**src/rtl/piso_ser.sv**
```systemverilog
// piso_ser: parallel-in serial-out shifter with ready/load handshake and stall support
module piso_ser #(
   parameter int WIDTH      = 8,
   parameter bit MSB_FIRST  = 1'b1,
   parameter bit IDLE_LEVEL = 1'b0
) (
   input  logic             clk,
   input  logic             rst_n,
   input  logic [WIDTH-1:0] D,
   input  logic             load,
   output logic             ready,
   input  logic             shift_en,
   input  logic             Din,
   output logic             Qout,
   output logic [WIDTH-1:0] Q_all,
   output logic             busy,
   output logic             done
);
   localparam int CW = $clog2(WIDTH);
   typedef enum logic {IDLE, SHIFT} state_t;
   state_t state;
   logic [CW-1:0] cnt;
   logic final_shift, accept;
   logic [WIDTH-1:0] shifted;
   assign busy        = state == SHIFT;
   assign final_shift = busy && shift_en && cnt == CW'(WIDTH - 1);
   assign ready       = !busy || final_shift;
   assign accept      = load && ready;
   assign shifted     = MSB_FIRST ? {Q_all[WIDTH-2:0], Din} : {Din, Q_all[WIDTH-1:1]};
   assign Qout        = busy ? (MSB_FIRST ? Q_all[WIDTH-1] : Q_all[0]) : IDLE_LEVEL;
   // load wins over the shift result so back-to-back words leave no gap
   always_ff @(posedge clk) begin
      if (!rst_n) begin
         state <= IDLE;
         cnt   <= '0;
         Q_all <= '0;
         done  <= 1'b0;
      end else begin
         done <= final_shift;
         if (accept) begin
            Q_all <= D;
            cnt   <= '0;
            state <= SHIFT;
         end else if (busy && shift_en) begin
            Q_all <= shifted;
            cnt   <= cnt + 1'b1;
            state <= final_shift ? IDLE : SHIFT;
         end
      end
   end
endmodule

```
**config.mk**
```make
export PLATFORM = sky130hd
export DESIGN_NAME = piso_ser
export DESIGN_NICKNAME = d
export VERILOG_FILES = /design/src/rtl/piso_ser.sv
export SDC_FILE = /design/constraint.sdc
export NUM_CORES = 1
export LEC_CHECK = 0
export BUFFER_PORTS_ARGS = -buffer_cell sky130_fd_sc_hd__buf_2
export CAP_MARGIN = 20
export CORE_AREA = 3 3 40 42
export DETAILED_ROUTE_END_ITERATION = 8
export DIE_AREA = 0 0 43 45
export PLACE_DENSITY = 0.8
export SLEW_MARGIN = 25
export SYNTH_ARGS = -nofsm -noshare
export SYNTH_HDL_FRONTEND = slang
export SYNTH_SLANG_ARGS = --single-unit
```
**constraint.sdc**
```tcl
create_clock -name clk -period 4.3 [get_ports clk]
set_input_delay 0.86 -clock clk [delete_from_list [all_inputs] [get_ports clk]]
set_output_delay 0.86 -clock clk [all_outputs]
set_load 0.005 [all_outputs]
```
Word-level counts from Yosys, hierarchy flattened. Index checks and enable logic that the tools add are counted.

Bits in registers: 13. Input port bits: 13.

Add/subtract/negate cells: 1. Eq/ne operators: 1. Multiplexer cells: 6. Bitwise operators: 1. Reduce and logical (&&, ||, !) cells: 7.

Operators by type and width (number): 8-bit two-way mux (2); 1-bit two-way mux (4); 3-bit by 1-bit adder with 3-bit output, second input constant (1); 3-bit == test, second input constant (1); 1-bit logical AND (3); 2-bit nonzero test (1); 2-bit OR reduction (1); 1-bit zero test (1); 1-bit logical OR (1); 1-bit inverter (1).

Logic depth before layout (Yosys ltp).
Depth after elaboration: 5. Depth in mapped cells: 7. Gate-level depth less buffers: 6.

Least setup slack after synthesis. Ideal clock, no wire load.

Path kind: input-to-output. From: input shift_en. To: output ready. Arrival: 1.114 ns. Data required time: 3.440 ns. Path slack: 2.326 ns. Cell stages on the path: 2. Buffers on the path: 0. Cell sequence: a21boi_4 inv_2.

Longest elaborated chain between the ends: 3.

RTL lines: from (decl) (RTL line 12) `input logic shift_en,`; 1-bit logical AND (2 in a row) (RTL line 26) `assign final_shift = busy && shift_en && cnt == CW'(WIDTH - 1);`; 1-bit logical OR (RTL line 27) `assign ready = !busy || final_shift;`; to (decl) (RTL line 11) `output logic ready,`.

Every way passes these cells.

Worst setup path after layout.
From: register cnt[0]. To: output ready.

Longest elaborated chain between the ends: 3.

RTL lines: from (decl) (RTL line 22) `logic [CW-1:0] cnt;`; from (signal assigned) (RTL line 46) `cnt <= cnt + 1'b1;`; 3-bit == test (RTL line 26); 1-bit logical AND (RTL line 26); 1-bit logical OR (RTL line 27).

Every way passes these cells.

==> flow_metrics.py <==
metrics = {
    "critical_path": {
        "cp.required_ns": 3.44,
        "path_buf_inv": 2,
        "worst_setup_path_start_kind": "register",
        "cp_slowest_stage_delay_ns": 0.33,
        "crit_slowest_cell": "dfxtp_1",
        "path_class": "reg -> out",
        "critical-path-top-delay-family": "adder cells",
        "worstPathCellList": "ha_1 > ha_1 > a21boi_4 > inv_2 > buf_2",
        "end_kind": "output pin",
        "startpoint": "cnt[0]$_SDFFE_PP0P_",
        "crit_top_cell": "ha_1",
        "crit_fanout": 10,
        "crit_arrival_ns": 1.47,
        "r2r-start": "cnt[0]$_SDFFE_PP0P_",
    },
    "global_route": {
        "grt_max_degree": 14,
        "overflow": 0,
        "grt_pass1_wl_um": 1840,
        "antenna_found_initial": 0,
        "grt_usage_pct": 13.3,
        "grt_pass1_vias": 417,
    },
    "logic_synthesis": {
        "yosysTopAreaCell": "dfxtp_1",
        "yosysTopAreaCellShare_pct": 41.4,
        "synth-seq-cells": 13,
        "yosysWarnings": 0,
        "synth_cells": 64,
        "synth_cell_types": 19,
        "ys_top_cells_by_area": "dfxtp_1 41%, mux2i_1 13%, nand2b_1 8.0%",
        "syn-cell-area_um2": 628,
        "seq_area_frac_synth_pct": 41.4,
        "syn_nets": 79,
        "syn-mean-instance-area_um2": 9.81,
    },
    "route": {
        "drtIter0Drc": 8,
        "avgRoutedWirePerCell_um": 10.5,
        "drc": 0,
        "post_drt_via_cell_ratio": 5.03,
        "wl_um": 1090,
        "vias": 523,
        "drt_first_pass_iters": 4,
        "ant_nets": 0,
    },
    "placed_design": {
        "dp_cells": 100,
        "port_buffers": 24,
        "routabilityCongestion": 0.719,
    },
    "cts": {
        "path_clk_slew_ns": 0.07,
        "ctsHoldBuffers": 0,
        "cts.sinks": 13,
        "root_buffer": "clkbuf_4",
        "postCtsResizedCells": 0,
        "post-cts-setup-buffers": 0,
        "cts_inserted_buffers": 3,
        "cts_tree": "yes",
        "htree_num_levels": 1,
        "clock_latency_ns": 0.27,
        "clockBufferDepth": 2,
    },
    "timing": {
        "maxSlewViolCount": 0,
        "hold_violations": 0,
        "relSlewSlack_pct": 61.9,
        "fin_crit_ns": 2.33,
        "skew_ns": 0.00834,
        "worst_pin_slew_ns": 0.570,
        "rsz0062_at_grt": "no",
        "period_share_pct": 54.2,
        "fin_setup_tns_ns": 0,
        "timing.fmax_mhz": 429,
        "finalSetupViolCount": 0,
    },
    "pwr": {
        "power_density_nw_per_um2": 322,
        "share_comb_of_total_power_pct": 16.2,
        "p_int_mw": 0.185,
        "power_switching_mw": 0.0617,
        "seq_power_share_pct": 53.8,
        "irDropWorstVdd_mv": 0.147,
        "p_sw_share_pct": 25.0,
        "pwr-share-clk_pct": 30.0,
        "leakage_nw": 0.410,
    },
    "floorplan": {
        "die_x_um": 43,
        "coreArea_um2": 1280,
        "die_h_um": 45,
        "start_util_pct": 48.9,
        "ios": 25,
        "rows": 13,
        "die-area_um2": 1940,
    },
    "worst_hold_path": {
        "min_from": "Q_all[7]$_SDFFE_PN0P_",
        "hold_path_class": "reg -> reg",
    },
    "run": {
        "drv_cap": 0,
    },
    "cells_and_area": {
        "insertedDiodeCount": 0,
        "layout_common_cells": "24 x buf_2, 13 x dfxtp_1",
        "area_delta_synth_final_pct": 22.1,
        "fin_nets": 105,
        "mostFrequentLayoutCell": "buf_2",
        "layoutNonFillerInstCount": 104,
        "drive_above_1_share_pct": 38.2,
    },
    "status": {
        "status": "finished, final reports clean",
    },
}
==> power groups by stage <==
stage	sequential (mW)	clock, mW	combinational, mW
2_1_floorplan	0.136	0	0.0248
3_3_place_gp	0.135	0	0.0404
3_5_place_dp	0.136	0	0.0407
4_1_cts	0.133	0.0777	0.0408
5_1_grt	0.134	0.0845	0.0458
6_report	0.133	0.0740	0.0400
==> flip-flops by register name (all words and copies together) (netlist names) <==
signal and count:
done 1, busy 1, cnt 3, Q_all 8
==> stage by stage <==
step | hold WS (ns) | setup slack, ns | total power [mW] | area (µm²) | util [%]
after floorplan | 0.542 | 2.33 | 0.161 | 628 | -
after global placement | 0.543 | 2.04 | 0.176 | 741 | 57.6
after detailed placement | 0.550 | 2.03 | 0.177 | 741 | 57.6
after CTS | 0.561 | 1.94 | 0.252 | 767 | 59.7
after global routing | 0.572 | 1.84 | 0.265 | 767 | 59.7
final | 0.555 | 1.97 | 0.247 | 767 | 59.7
==> path summary, 6_finish.rpt <==
kind / end / slack (ns) / cells past startpoint
max: ready / 1.97 / 5
min: Q_all[7]$_SDFFE_PN0P_ / 0.55 / 2
max reg2reg: cnt[0]$_SDFFE_PP0P_ / 2.79 / 6
min reg2reg: Q_all[7]$_SDFFE_PN0P_ / 0.55 / 2
==> cell usage after synthesis <==
cell,number
dfxtp_1,13
a21oi_1,8
mux2i_1,8
nand2b_1,8
o21ai_0,8
and3_1,2
buf_6,2
ha_1,2
mux2_2,2
nand2_1,2
a21boi_4,1
and2_2,1
and3_2,1
clkbuf_1,1
inv_2,1
nand2_2,1
nor2_1,1
o21a_1,1
xnor2_1,1
==> metal layers <==
metal,GRT usage (%),vias up,wire length (µm)
met3,3.59,2,66
met5,0,-,0
met2,19.5,15,532
met1,16.3,233,473
li1,-,273,-
met4,10.8,0,16
==> area by class of cell <==
cell class	count	area [µm²]
Fill cell	129	518
Tap cell	15	18.8
Inverter	1	3.75
Multi-Input combinational cell	47	338
Timing Repair Buffer	24	120
Sequential cell	13	260
Clock buffer	4	26.3
==> logic make-up (layout without fill, tap and decap cells) <==
family	count (synthesis)	after routing	synth area share [%]
xor gates and xnor gates	1	1	1.39
muxes	10	10	16.3
DFF	13	13	41.4
AOI/OAI and AO/OA	18	18	16.9
and+or+nand+nor	16	16	15.1
adders and majority gates	2	2	3.98
buffers and inverters	4	29	4.78
==> tightest hold or removal path, delay by kind of cell (launching register included) <==
family	cells	cell delay, ns
flops	1	0.32
compound gates	1	0.07
mux	1	0.12
(Power assumes the default switching activity.)
